## src/rtl/bcd_seg_pkg.sv

```systemverilog
// Shared types and segment tables for the multiplexed BCD display path.
// Patterns are active-low, bit order {g,f,e,d,c,b,a}.
package bcd_seg_pkg;

    typedef logic [3:0] bcd_digit_t;

    localparam logic [6:0] SEG_OFF  = 7'h7F;
    localparam logic [6:0] SEG_DASH = 7'h3F;

    // Nibbles 10..15 are not valid BCD and render as a dash.
    localparam logic [6:0] SEG_LUT [16] = '{
        7'h40, 7'h79, 7'h24, 7'h30, 7'h19,
        7'h12, 7'h02, 7'h78, 7'h00, 7'h10,
        SEG_DASH, SEG_DASH, SEG_DASH,
        SEG_DASH, SEG_DASH, SEG_DASH
    };

endpackage

```

## src/rtl/bcd7seg.sv

```systemverilog
// Combinational BCD nibble to active-low 7-segment pattern, with blank override.
module bcd7seg
    import bcd_seg_pkg::*;
(
    input  logic [3:0] nib_i,
    input  logic       blank_i,
    output logic [6:0] seg_o
);

    always_comb begin
        seg_o = SEG_LUT[nib_i];
        if (blank_i) begin
            seg_o = SEG_OFF;
        end
    end

endmodule

```

## src/rtl/bcd_seg_scan.sv

```systemverilog
// Time-multiplexed common-anode display driver: captures BCD words, swaps them in
// on frame boundaries, and scans one digit per slot with a dead-time prefix.
module bcd_seg_scan
    import bcd_seg_pkg::*;
#(
    parameter int unsigned DEC_W     = 8,
    parameter int unsigned SCAN_DIV  = 1000,
    parameter int unsigned BLANK_CYC = 16,
    parameter int unsigned BLANK_LZ  = 1
) (
    input  logic                  clk,
    input  logic                  rst,
    input  logic [DEC_W-1:0][3:0] in,
    input  logic                  in_vld,
    output logic [6:0]            seg,
    output logic [DEC_W-1:0]      dig,
    output logic                  frame,
    output logic                  busy_upd
);

    localparam int unsigned PW = (SCAN_DIV > 1) ? $clog2(SCAN_DIV) : 1;
    localparam int unsigned IW = (DEC_W > 1) ? $clog2(DEC_W) : 1;

    localparam logic [PW-1:0] P_LAST  = PW'(SCAN_DIV - 1);
    localparam logic [PW-1:0] P_BLANK = PW'(BLANK_CYC);
    localparam logic [IW-1:0] I_LAST  = IW'(DEC_W - 1);

    logic [PW-1:0]           pre_q, pre_d;
    logic [IW-1:0]           idx_q, idx_d;
    logic [DEC_W-1:0][3:0]   pend_q, pend_d;
    logic [DEC_W-1:0][3:0]   disp_q, disp_d;
    logic                    busy_q, busy_d;
    logic                    frame_q, frame_d;
    logic [6:0]              seg_q, seg_d;
    logic [DEC_W-1:0]        dig_q, dig_d;

    logic [DEC_W-1:0]        lz_blank;
    bcd_digit_t              cur_nib;
    logic                    cur_blank;
    logic [6:0]              cur_pat;

    // Slot prescaler and digit index.
    always_comb begin
        pre_d = pre_q + 1'b1;
        idx_d = idx_q;
        if (pre_q == P_LAST) begin
            pre_d = '0;
            idx_d = (idx_q == I_LAST) ? '0 : idx_q + 1'b1;
        end
        // frame is registered yet aligned with the last cycle of the frame, so it
        // is predicted from the next counter state.
        frame_d = (pre_d == P_LAST) && (idx_d == I_LAST);
    end

    // Capture and frame-synchronous display swap; a strobe on the frame cycle bypasses pending.
    always_comb begin
        pend_d = pend_q;
        busy_d = busy_q;
        disp_d = disp_q;
        if (in_vld) begin
            pend_d = in;
            busy_d = 1'b1;
        end
        if (frame_q) begin
            busy_d = 1'b0;
            if (in_vld) begin
                disp_d = in;
            end else if (busy_q) begin
                disp_d = pend_q;
            end
        end
    end

    // Leading-zero mask: scan from the most significant digit while all seen are zero.
    always_comb begin
        int unsigned k;
        logic        zero_run;
        k        = 0;
        zero_run = 1'b1;
        lz_blank = '0;
        for (int unsigned i = 0; i < DEC_W; i++) begin
            k           = DEC_W - 1 - i;
            zero_run    = zero_run && (disp_q[k] == 4'd0);
            lz_blank[k] = (BLANK_LZ != 0) && zero_run && (k != 0);
        end
    end

    always_comb begin
        cur_nib   = disp_q[idx_q];
        cur_blank = lz_blank[idx_q];
    end

    bcd7seg u_dec (
        .nib_i   (cur_nib),
        .blank_i (cur_blank),
        .seg_o   (cur_pat)
    );

    always_comb begin
        seg_d = cur_pat;
        dig_d = '1;
        if ((pre_q >= P_BLANK) && !cur_blank) begin
            dig_d[idx_q] = 1'b0;
        end
    end

    always_ff @(posedge clk) begin
        if (rst) begin
            pre_q   <= '0;
            idx_q   <= '0;
            pend_q  <= '0;
            disp_q  <= '0;
            busy_q  <= 1'b0;
            frame_q <= 1'b0;
            seg_q   <= SEG_OFF;
            dig_q   <= '1;
        end else begin
            pre_q   <= pre_d;
            idx_q   <= idx_d;
            pend_q  <= pend_d;
            disp_q  <= disp_d;
            busy_q  <= busy_d;
            frame_q <= frame_d;
            seg_q   <= seg_d;
            dig_q   <= dig_d;
        end
    end

    assign seg      = seg_q;
    assign dig      = dig_q;
    assign frame    = frame_q;
    assign busy_upd = busy_q;

endmodule

```

## config.mk

```make
export PLATFORM = sky130hd
export DESIGN_NAME = bcd_seg_scan
export DESIGN_NICKNAME = d
export VERILOG_FILES = /design/src/rtl/bcd_seg_pkg.sv /design/src/rtl/bcd7seg.sv /design/src/rtl/bcd_seg_scan.sv
export SDC_FILE = /design/constraint.sdc
export NUM_CORES = 1
export LEC_CHECK = 0
export ABC_AREA = 1
export ABC_CLOCK_PERIOD_IN_PS = 3700
export CAP_MARGIN = 20
export CORE_ASPECT_RATIO = 0.7
export CORE_MARGIN = 2
export CORE_UTILIZATION = 34
export DETAILED_ROUTE_END_ITERATION = 10
export PLACE_DENSITY_LB_ADDON = 0.3
export SLEW_MARGIN = 30
export SYNTH_ARGS = -nofsm -noshare
export SYNTH_HDL_FRONTEND = slang
export SYNTH_SLANG_ARGS = --single-unit
```

## constraint.sdc

```tcl
create_clock -name clk -period 3.7 [get_ports clk]
set_clock_uncertainty 0.05 [all_clocks]
set_input_delay 1.11 -clock clk [delete_from_list [all_inputs] [get_ports clk]]
set_output_delay 1.11 -clock clk [all_outputs]
set_load 0.02 [all_outputs]
```

==> metrics.md <==
| Metric | Value |
|---|---|
| Status | `finished clean` |
| Final period util | `0.678` |
| GP Congestion | `0.884` |
| Pre-Repair DR Iteration Count | `4` |
| CTS tree | `yes` |
| Worst setup margin | `1.19 ns` |
| Post-synth top cells | `nand2_1, dfxtp_1, nor2_1` |
| HP Start | `disp_q[8]` |
| Post-CTS Resized | `0` |
| GRT Max-Usage Layer | `met1` |
| Post-DRT Antenna Nets | `0` |
| FFs w/ async S/R, synth | `0` |
| R2r setup slk | `~1.6 ns` |
| Clock buffer depth | `2` |
| Top Ports | `52` |
| Mapped Avg Cell Area | `8.05 sq um` |
| Setup Buffers After CTS | `0` |
| Row count | `33` |
| Fin Setup TNS | `0 ns` |
| Clk root buf | `clkbuf_16` |
| CP peak stage delay | `0.62 ns` |
| Area of the multi-input gates | `1960 sq um` |
| Share of post-route cells with drive strength above 1 | `0.0887` |
| Port buffer count | `51` |
| Layout area overhead | `21.2%` |
| Post-synth top area cell | `dfxtp_1` |
| Post-synth top area share | `0.450` |
| Hold Crit Endpoint | `disp_q[8]` |
| Met1 Usage GRT | `0.219` |
| Met3 Use GR | `0.0404` |
| Endpoints failing setup | `0` |
| CP top delay family | `buffers and inverters` |
| Antenna diodes | `0` |
| Grt met2 use | `0.192` |
| Max capacitance violation total | `0` |
| Reg-to-Reg Start | `idx_q[0]` |
| Antenna violations before repair | `0` |
| Top-count cell post-synth | `nand2_1` |
| Filler instances | `1154` |
| Placeable Area | `between 10000 and 15000 sq um` |
| Drt total wl | `8.87 mm` |
| Worst hold path class | `reg2reg` |
| Syn Inst Count | `520` |
| Max Slew Vio Count | `0` |
| WP data required | `2.54 ns` |
| Max IR drop VDD | `0.000235 V` |
| Via-to-Cell Ratio | `between 4 and 5` |
| RSZ-0062 raised after global routing | `false` |
| CP Cell Sequence | `clkdlybuf4s50_1` |
| Hold Violations, Final | `0` |
| Buf/Inv on CP | `1` |
| Die area | `13200 sq um` |
| CTS Hold Bufs | `0` |
| Skew-Pair Late Insertion Delay | `0.34 ns` |
| Pre-CTS setup slack | `~1 ns` |
| Power per cell area | `415 nW/um^2` |
| Gr ovfl total | `0` |
| Dominant cells by area after synthesis | `dfxtp_1, nand2_1, mux2i_1` |
| Hold slack | `0.439 ns` |
| GR Util All Layers | `0.145` |
| Hold depth | `2` |
| Critical Path AT | `1.35 ns` |
| Post-synthesis sequential area ratio | `0.450` |
| CTS buffer count | `9` |
| Largest net degree at the start of global routing | `65` |
| First-pass GRT wire length | `15.4 mm` |
| DR WL/cell | `12.3 microns` |
| Top FF cell, synth | `dfxtp_1` |
| Fin cells | `721` |
| CP Capture Type | `output pin` |
| Netlist Area Pre-Place | `about 4200 sq um` |
| Worst-case reg-to-reg path depth | `12` |
| Synth cell types | `36` |
| Leakage | `~0.0021 uW` |
| Sequential Area | `1880 sq um` |
| Chip Width | `137 microns` |
| Min Tclk post-route | `2.51 ns` |
| Layout net count | `604` |
| Tightest Pin Transition | `a little under 0.6 ns` |
| Post-Syn Nets | `565` |
| Worst r2r dst | `seg[0]` |
| Register bit total from synthesis | `94` |
| Dpl hpwl | `6.55 mm` |
| Vias in the first global route | `3214` |
| Initial drt markers | `217` |
| CTS clk-pin slew, worst paths | `0.07 ns` |
| DRC | `0` |
| Fmax | `about 400 MHz` |
| Relative slew margins | `0.604` |
| Slowest CP cell | `clkdlybuf4s50_1` |
| Placed cell count | `705` |
| Total number of vias | `about 3400` |
| Die H | `96.8 microns` |
| Critical path class | `reg2out` |
| Setup crit start kind | `flop` |
| Post-synth EDFFs | `0` |
| Htree depth | `3` |
| CTS Sinks | `94` |
| Starting density of the core | `0.353` |
| Worst Path Max Fanout | `3` |
| Synthesis Warnings | `0` |
## state kept, by name, indices dropped and copies added, names as in the netlist
signal / cells
frame: 1
pre_q: 10
dig: 8
disp_q: 32
busy_upd: 1
idx_q: 3
pend_q: 32
seg: 7
## kinds of logic (layout without fill, tap and decap cells)
family                     count (synthesis)  after routing  synth area share
DFF                                       94             94             0.450
buffers and inverters                     77            121            0.0837
AOI/OAI and AO/OA                         62             62            0.0960
adders and majority gates                 10             10            0.0299
and+or+nand+nor                          245            245             0.264
muxes                                     32             32            0.0766
## worst max path at each step
stage	startpoint	endpoint	depth (start not counted)
after floorplan	in_vld	disp_q[10]	5
after global routing	frame	frame	1
after detailed placement	in_vld	disp_q[10]	6
after global placement	in_vld	disp_q[30]	6
after CTS	frame	frame	1
final	frame	frame	1
## layout make-up
type,instances,area share
clock buffer,11,0.0479
tap,157,0.0387
clock inverter,5,0.0116
sequential,94,0.371
inverter,50,0.0375
multi-input combinational,349,0.386
timing repair buffer,55,0.107
## per-stage QoR
| step | cell area [sq um] | utilization | total power, uW |
|---|---|---|---|
| floorplan | 4180 | - | 1140 |
| global placement | 4770 | 0.402 | 1200 |
| detailed placement | 4770 | 0.402 | 1210 |
| CTS | 5070 | 0.428 | 2140 |
| global route | 5070 | 0.428 | 2190 |
| finish | 5070 | 0.428 | 2100 |
## cell usage in the layout, fill, tap and decap left out, drive strengths merged
| master | n |
|---|---|
| a31oi | 1 |
| nand2 | 105 |
| clkbuf | 11 |
| inv | 50 |
| nand4 | 9 |
| o211ai | 1 |
| bufinv | 1 |
| o21ai | 21 |
| clkinv | 2 |
| clkdlybuf4s50 | 49 |
| a211oi | 32 |
| ha | 10 |
| clkinvlp | 2 |
| a21oi | 7 |
| dfxtp | 94 |
| or2 | 2 |
| nor2 | 92 |
| nor3 | 10 |
| nor4 | 1 |
| buf | 6 |
| nand3 | 25 |
| mux2i | 32 |
| nor3b | 1 |
## per-layer routing
metal  part of all wire  wire [microns]  up-vias
met4              0.017             155        0
li1                   -               -     1772
met3              0.055             488       15
met2               0.37            3290       83
met1               0.56            4940     1480
met5                  0               0        -
## tightest hold or removal path, stage by stage (launching register included)
cell,delay (ns)
dfxtp_1,0.31
nor2_1,0.09
a211oi_1,0.05
## power by group
group	total, uW	internal (uW)	switching (uW)
Clock	922	542	381
Sequential	1050	1040	9.56
Combinational	133	66.8	66.0
Power figures use the tool's default switching activity.
